`config.mk`:
```
export PLATFORM = sky130hd
export DESIGN_NAME = gpp_net_interface
export DESIGN_NICKNAME = d
export VERILOG_FILES = /design/src/rtl/gpp_net_interface.sv
export SDC_FILE = /design/constraint.sdc
export NUM_CORES = 1
export LEC_CHECK = 0
export ABC_AREA = 1
export CAP_MARGIN = 20
export CORE_MARGIN = 4
export CORE_UTILIZATION = 60
export CTS_CLUSTER_SIZE = 20
export DETAILED_ROUTE_END_ITERATION = 10
export HOLD_SLACK_MARGIN = 0.1
export PLACE_DENSITY = 0.84
export SYNTH_ARGS = -nofsm -noshare
export SYNTH_HDL_FRONTEND = slang
export SYNTH_SLANG_ARGS = --single-unit
```
`constraint.sdc`:
```
create_clock -name clk -period 5.6 [get_ports clk]
set_clock_uncertainty 0.1 [all_clocks]
set_input_delay 1.12 -clock clk [delete_from_list [all_inputs] [get_ports clk]]
set_output_delay 1.12 -clock clk [all_outputs]
set_load 0.1 [all_outputs]
```
`src/rtl/gpp_net_interface.sv`:
```
// gpp_net_interface: processor-side network interface stage.
// TX requests become header+payload flits; inbound packets fill an RX FIFO.
module gpp_net_interface #(
  parameter logic [3:0] NODE_ID  = 4'd0,
  parameter int         TX_DEPTH = 4,
  parameter int         RX_DEPTH = 4
) (
  input  logic        clk,
  input  logic        rst,
  input  logic        tx_req,
  input  logic [3:0]  tx_dst,
  input  logic [15:0] tx_data,
  output logic        tx_full,
  output logic        tx_overflow,
  output logic        rx_avail,
  input  logic        rx_pop,
  output logic [3:0]  rx_src,
  output logic [15:0] rx_data,
  output logic        link_tx_valid,
  output logic [15:0] link_tx_flit,
  input  logic        link_tx_ready,
  input  logic        link_rx_valid,
  input  logic [15:0] link_rx_flit,
  output logic        link_rx_ready,
  output logic [7:0]  drop_count,
  output logic        busy
);

  localparam int TAW = $clog2(TX_DEPTH);
  localparam int RAW = $clog2(RX_DEPTH);
  localparam logic [3:0] MARK = 4'b1010;

  typedef enum logic [1:0] {T_IDLE, T_HDR, T_PAY} tx_st_e;
  typedef enum logic {R_HDR, R_PAY} rx_st_e;

  tx_st_e tx_st_q;
  rx_st_e rx_st_q;

  logic [19:0]    tx_mem_q [TX_DEPTH];
  logic [TAW-1:0] tx_wp_q, tx_rp_q;
  logic [TAW:0]   tx_cnt_q, tx_cnt_d;
  logic           tx_ovf_q;
  logic           tx_push, tx_pop;
  logic [19:0]    tx_head;

  logic [19:0]    rx_mem_q [RX_DEPTH];
  logic [RAW-1:0] rx_wp_q, rx_rp_q;
  logic [RAW:0]   rx_cnt_q, rx_cnt_d;
  logic           rx_full, rx_acc, rx_push, rx_pop_ok, rx_drop;
  logic [3:0]     rx_src_q;
  logic           match_q;
  logic [7:0]     drop_q;

  assign tx_full  = (tx_cnt_q == (TAW+1)'(TX_DEPTH));
  assign tx_push  = tx_req && !tx_full;
  assign tx_pop   = (tx_st_q == T_PAY) && link_tx_ready;
  assign tx_head  = tx_mem_q[tx_rp_q];

  always_comb begin
    tx_cnt_d = tx_cnt_q;
    if (tx_push && !tx_pop)
      tx_cnt_d = tx_cnt_q + (TAW+1)'(1);
    else if (tx_pop && !tx_push)
      tx_cnt_d = tx_cnt_q - (TAW+1)'(1);
  end

  always_ff @(posedge clk) begin
    if (tx_push) tx_mem_q[tx_wp_q] <= {tx_dst, tx_data};
  end

  always_ff @(posedge clk) begin
    if (!rst) begin
      tx_wp_q  <= '0;
      tx_rp_q  <= '0;
      tx_cnt_q <= '0;
      tx_ovf_q <= 1'b0;
      tx_st_q  <= T_IDLE;
    end else begin
      if (tx_push) tx_wp_q <= tx_wp_q + TAW'(1);
      if (tx_pop)  tx_rp_q <= tx_rp_q + TAW'(1);
      tx_cnt_q <= tx_cnt_d;
      if (tx_req && tx_full) tx_ovf_q <= 1'b1;
      unique case (tx_st_q)
        T_IDLE: if (tx_cnt_q != '0) tx_st_q <= T_HDR;
        T_HDR:  if (link_tx_ready) tx_st_q <= T_PAY;
        T_PAY:  if (link_tx_ready)
                  tx_st_q <= (tx_cnt_d != '0) ? T_HDR : T_IDLE;
        default: tx_st_q <= T_IDLE;
      endcase
    end
  end

  // Flit is a pure function of state and FIFO head, so it holds under stall.
  always_comb begin
    link_tx_flit = '0;
    unique case (1'b1)
      (tx_st_q == T_HDR): link_tx_flit = {MARK, NODE_ID, tx_head[19:16], 4'h0};
      (tx_st_q == T_PAY): link_tx_flit = tx_head[15:0];
      default:            link_tx_flit = '0;
    endcase
  end

  assign link_tx_valid = (tx_st_q != T_IDLE);
  assign tx_overflow   = tx_ovf_q;
  assign busy          = (tx_cnt_q != '0) || (tx_st_q != T_IDLE);

  assign rx_full       = (rx_cnt_q == (RAW+1)'(RX_DEPTH));
  assign link_rx_ready = (rx_st_q == R_HDR) || !match_q || !rx_full;
  assign rx_acc        = link_rx_valid && link_rx_ready;
  assign rx_push       = rx_acc && (rx_st_q == R_PAY) && match_q;
  assign rx_pop_ok     = rx_pop && (rx_cnt_q != '0);
  assign rx_drop       = rx_acc &&
                         (((rx_st_q == R_HDR) && (link_rx_flit[15:12] != MARK)) ||
                          ((rx_st_q == R_PAY) && !match_q));

  always_comb begin
    rx_cnt_d = rx_cnt_q;
    if (rx_push && !rx_pop_ok)
      rx_cnt_d = rx_cnt_q + (RAW+1)'(1);
    else if (rx_pop_ok && !rx_push)
      rx_cnt_d = rx_cnt_q - (RAW+1)'(1);
  end

  always_ff @(posedge clk) begin
    if (rx_push) rx_mem_q[rx_wp_q] <= {rx_src_q, link_rx_flit};
  end

  always_ff @(posedge clk) begin
    if (!rst) begin
      rx_wp_q  <= '0;
      rx_rp_q  <= '0;
      rx_cnt_q <= '0;
      rx_st_q  <= R_HDR;
      rx_src_q <= '0;
      match_q  <= 1'b0;
      drop_q   <= '0;
    end else begin
      if (rx_push)   rx_wp_q <= rx_wp_q + RAW'(1);
      if (rx_pop_ok) rx_rp_q <= rx_rp_q + RAW'(1);
      rx_cnt_q <= rx_cnt_d;
      if (rx_drop && drop_q != 8'hFF) drop_q <= drop_q + 8'd1;
      unique case (rx_st_q)
        R_HDR: if (rx_acc && link_rx_flit[15:12] == MARK) begin
                 rx_src_q <= link_rx_flit[11:8];
                 match_q  <= (link_rx_flit[7:4] == NODE_ID);
                 rx_st_q  <= R_PAY;
               end
        R_PAY: if (rx_acc) rx_st_q <= R_HDR;
        default: rx_st_q <= R_HDR;
      endcase
    end
  end

  assign rx_avail   = (rx_cnt_q != '0);
  assign rx_src     = rx_avail ? rx_mem_q[rx_rp_q][19:16] : '0;
  assign rx_data    = rx_avail ? rx_mem_q[rx_rp_q][15:0] : '0;
  assign drop_count = drop_q;

endmodule

```
# Yosys cells after proc, flatten, opt, wreduce, memory -nomap -nowiden
# Memories as Yosys holds them, arrays and structs flattened. A register that Yosys moved wholly into a read port is not among the register bits.
# Cells that the tools add are included.
# Widths: inputs -> output; s select.
dict set report op_classes {
  addsub 9
  n_eq_ne 10
  muxes 23
  n_bitwise 1
  n_reduce_logical 36
}
# cell n
set ops {}
lappend ops {{$pmux 16 s2} 1}
lappend ops {{$logic_and 1x1->1} 16}
lappend ops {{$mux 16} 1}
lappend ops {{$mux 2} 7}
lappend ops {{$mux 3} 4}
lappend ops {{$reduce_bool 3->1} 3}
lappend ops {{$add 2x1->2 const B} 4}
lappend ops {{$add 8x1->8 const B} 1}
lappend ops {{$ne 8x8->1 const B} 1}
lappend ops {{$logic_not 1->1} 7}
lappend ops {{$mux 1} 7}
lappend ops {{$add 3x1->3 const B} 2}
lappend ops {{$eq 3x3->1 const B} 2}
lappend ops {{$ne 2x2->1 const B} 3}
lappend ops {{$pmux 2 s3} 1}
lappend ops {{$sub 3x1->3 const B} 2}
lappend ops {{$eq 4x4->1 const B} 1}
lappend ops {{$logic_not 4->1} 1}
lappend ops {{$logic_or 1x1->1} 4}
lappend ops {{$mux 4} 1}
lappend ops {{$ne 4x4->1 const B} 1}
lappend ops {{$reduce_bool 2->1} 2}
lappend ops {{$reduce_and 3->1} 1}
lappend ops {{$eq 2x1->1 const B} 1}
lappend ops {{5 further kinds} 5}
dict set report totals {
  reg_bits 31
  ramBits 160
  input_bits 42
  out_inout_bits 50
  wordCells 93
  mem_count 2
}
# memory depth word_bits rd rd_ports_with_merged_regs wr line_no
set memory_table {}
lappend memory_table {rx_mem_q 4 20 1 1 1 46} ;# logic [19:0] rx_mem_q [RX_DEPTH];
lappend memory_table {tx_mem_q 4 20 1 1 1 39} ;# logic [19:0] tx_mem_q [TX_DEPTH];

# Depth between registers and ports, before layout
dict set report logic_depth {
  word_depth 11
  ltp_mapped 15
  ltp_nobuf 15
}

# Least setup slack after synthesis
# OpenSTA, ideal clock, no wires.
dict set report synth_timing {
  kind {register to output}
  from {reg rx_cnt_q[0]}
  to {out rx_data[0]}
  t_arrival_ns 2.952
  required_time_ns 4.380
  slack_ns 1.428
  path_stages_with_launch 6
  n_path_buf 1
  path_cell_list {dfxtp_1 > nor2_1 > nand2_1 > inv_1 > clkbuf_1 > a21oi_1}
}
dict set report synth_between {
  elab_chain_cells 2
}
# element line_no
set synth_lines {}
lappend synth_lines {{start, declared} 48} ;# logic [RAW:0] rx_cnt_q, rx_cnt_d;
lappend synth_lines {{start signal, assigned} 140} ;# rx_cnt_q <= rx_cnt_d;
lappend synth_lines {{$reduce_bool 3->1} 154} ;# assign rx_avail = (rx_cnt_q != '0);
lappend synth_lines {{named net rx_avail} 15} ;# output logic rx_avail,
lappend synth_lines {{$mux 16} 156} ;# assign rx_data = rx_avail ? rx_mem_q[rx_rp_q][15:0] : '0;
lappend synth_lines {{end, declared} 18} ;# output logic [15:0] rx_data,
# The timed path passes the listed nets, and every way through them passes these cells.

==> impl_metrics.tcl <==
set metrics [dict create \
    status "completed" \
    finalWirelength_mm 17.32 \
    synthCells 716 \
    hold_class "reg2reg" \
    slowest_delay_ns 1.16 \
    place_hpwl_mm 10.84 \
    cts_sinks 195 \
    rsz0062_at_grt "false" \
    gp_congestion 0.8336 \
    cts-resized-gates 0 \
    finalWorstSetupSlack_ns 1.081 \
    crit_family "buffers and inverters" \
    worstSetupPathType "reg2out" \
    placementRows 41 \
    layout_commonest_cell "nor2_1" \
    multi_input_area_um2 2158 \
    ys_seq_elements 195 \
    fin_tns_setup_ns 0 \
    yosysSeqAreaShare_pct 68.90 \
    firstDrtPassIters 6 \
    peakVddDrop_uv 331.5 \
    power_density_nw_per_um2 508.1 \
    clkLatencyLatePin_ns 0.43 \
    cts_tree "built" \
    dp_slack_ns 1.582 \
    hold_viol_final 0 \
    worstPathMaxFanout 22 \
    yosys.area.top_type "edfxtp_1" \
    worst_pin_slew_ns 0.9903 \
    port_buffers 91 \
    cts_root_buf "clkbuf_16" \
    whs_path_depth 2 \
    die_y_um 123.4 \
    area_delta_synth_final_pct 20.97 \
    fin_crit_ns 4.519 \
    numCtsBuffers 17 \
    crit_arrival_ns 3.30 \
    cp-end-kind "output port" \
    period_share_pct 80.69 \
    die_area_um2 15230 \
    core_area_um2 12820 \
    critPathRequiredTime_ns 4.38 \
    regArea_um2 5505 \
    h-tree-depth 4 \
    cp.buffers_inverters 2 \
    slew_headroom_pct 33.78 \
    cpMaxStageDelayCell "clkdlybuf4s50_1" \
    final-setup-viol-count 0 \
    vias_per_cell 5.647 \
    path_common_cell "nor2_1" \
    yosysUniqueCellTypes 31 \
    nFillCells 847 \
    postCtsHoldBufs 0 \
    synth.avg_cell_area_um2 11.16 \
    cp.depth 6 \
    ios 92 \
    yosysWarnings 0 \
    grt_first_pass_wirelength_mm 27.32 \
    cts_setup_buffers 0 \
    total_leakage_power_uw 0.003492 \
    yosysTopAreaCellShare_pct 60.13 \
    layout_common_cells "nor2_1, edfxtp_1, clkdlybuf4s50_1, o21ai_0, a21oi_1" \
    synth_area_um2 7990 \
    syn-num-nets 777 \
    clk_path_buf_depth 2 \
    reg2reg_depth 6 \
    drtIter0Drc 654 \
    num_vias 5607 \
    maxCapViolCount 0 \
    nets 869 \
    grt_max_degree 41 \
    timing.fmax_ghz 0.2213 \
    hold_slack_ns 0.3783 \
    start_util_pct 62.30 \
    wl_per_cell_um 17.44 \
    finalMaxSlewViolations 0 \
    grt_pass1_vias 5543 \
    ant_nets 0 \
    track_usage_pct 23.92 \
    antenna_found_initial 0 \
    n_antenna_cell 0 \
    grt_overflow 0 \
    fp.dieW_um 123.4 \
    crit_chain "buf_4, nor2_1, nor2_1, o21ai_0, a21oi_1, clkdlybuf4s50_1" \
    drive_gt1_share_pct 7.430 \
    critPathLaunchType "flop" \
    clk_pin_slew_ns 0.07 \
    synth_area_leaders "edfxtp_1, dfxtp_1, nor2_1" \
    remaining_drc_errors 0 \
]
## registers in the layout, indices dropped and copies added (netlist names), 3 cells and up, named ones only
signal / flops
rx_mem_q: 80
tx_mem_q: 80
drop_count: 8
rx_src_q: 4
rx_cnt_q: 3
tx_cnt_q: 3
## stage by stage
| step | instances | utilization, % | power [µW] | instance area (µm²) |
|---|---|---|---|---|
| 6_report | 993 | 75.37 | 4911 | 9666 |
| 5_1_grt | 993 | 75.37 | 5116 | 9666 |
| 4_1_cts | 992 | 75.15 | 4909 | 9638 |
| 3_5_place_dp | 960 | 70.69 | 3750 | 9066 |
| 3_3_place_gp | 960 | 70.69 | 3710 | 9066 |
| 2_1_floorplan | 716 | - | 3276 | 7990 |
## tightest hold or removal path, stage by stage, from the launching register on
cell	delay [ns]
dfxtp_1	0.32
nand2_1	0.06
a21oi_1	0.05
## synth_stat cells (all sizes together)
cell type,number
a21oi,58
a31oi,1
buf,10
clkbuf,21
clkinv,1
dfxtp,35
edfxtp,160
fa,1
ha,18
inv,50
nand2,52
nand3,11
nand4,4
nor2,176
o211ai,1
o21ai,100
o22ai,10
or2,1
or4,1
xnor2,2
xor2,3
## routing by layer
metal / vias to the layer above / track usage, % / share of wire, %
met5: - / 0 / 0
met2: 217 / 42.37 / 53
met1: 2711 / 27.55 / 39
met3: 35 / 5.627 / 6.2
met4: 0 / 10.80 / 2.3
li1: 2644 / - / -
## path summary, 6_finish.rpt
| path | start | end | slack [ns] |
|---|---|---|---|
| setup / recovery | flop | link_tx_flit[8] | 1.08 |
| hold / removal | rx_st_q$_SDFF_PN0_ | rx_st_q$_SDFF_PN0_ | 0.38 |
| setup reg to reg | tx_cnt_q[0]$_SDFF_PN0_ | tx_mem_q[3][17]$_DFFE_PP_ | 3.13 |
| hold reg to reg | rx_st_q$_SDFF_PN0_ | rx_st_q$_SDFF_PN0_ | 0.38 |
## cell type report
type                       instances  area share [%]
multi-input combinational        439           22.33
clock buffer                      22           4.919
sequential                       195           56.96
tap                              172           2.227
timing repair buffer             104           10.56
clock inverter                    10          0.9968
inverter                          51           2.006
## kinds of logic (layout without fill, tap and decap cells)
family / Yosys count / in the layout / synth area share (%)
AOI/OAI and AO/OA: 170 / 170 / 11.07
and+or+nand+nor: 245 / 245 / 12.32
DFF: 195 / 195 / 68.90
xor gates and xnor gates: 5 / 5 / 0.5482
adders and majority gates: 19 / 19 / 3.069
buffers and inverters: 82 / 187 / 4.087
## power by group
group          switching [µW]  total [µW]  internal [µW]
Clock                     507        1160            656
Sequential               51.8        1690           1640
Combinational            1600        2050            450
Note: power is estimated with default switching activity, not from simulation.
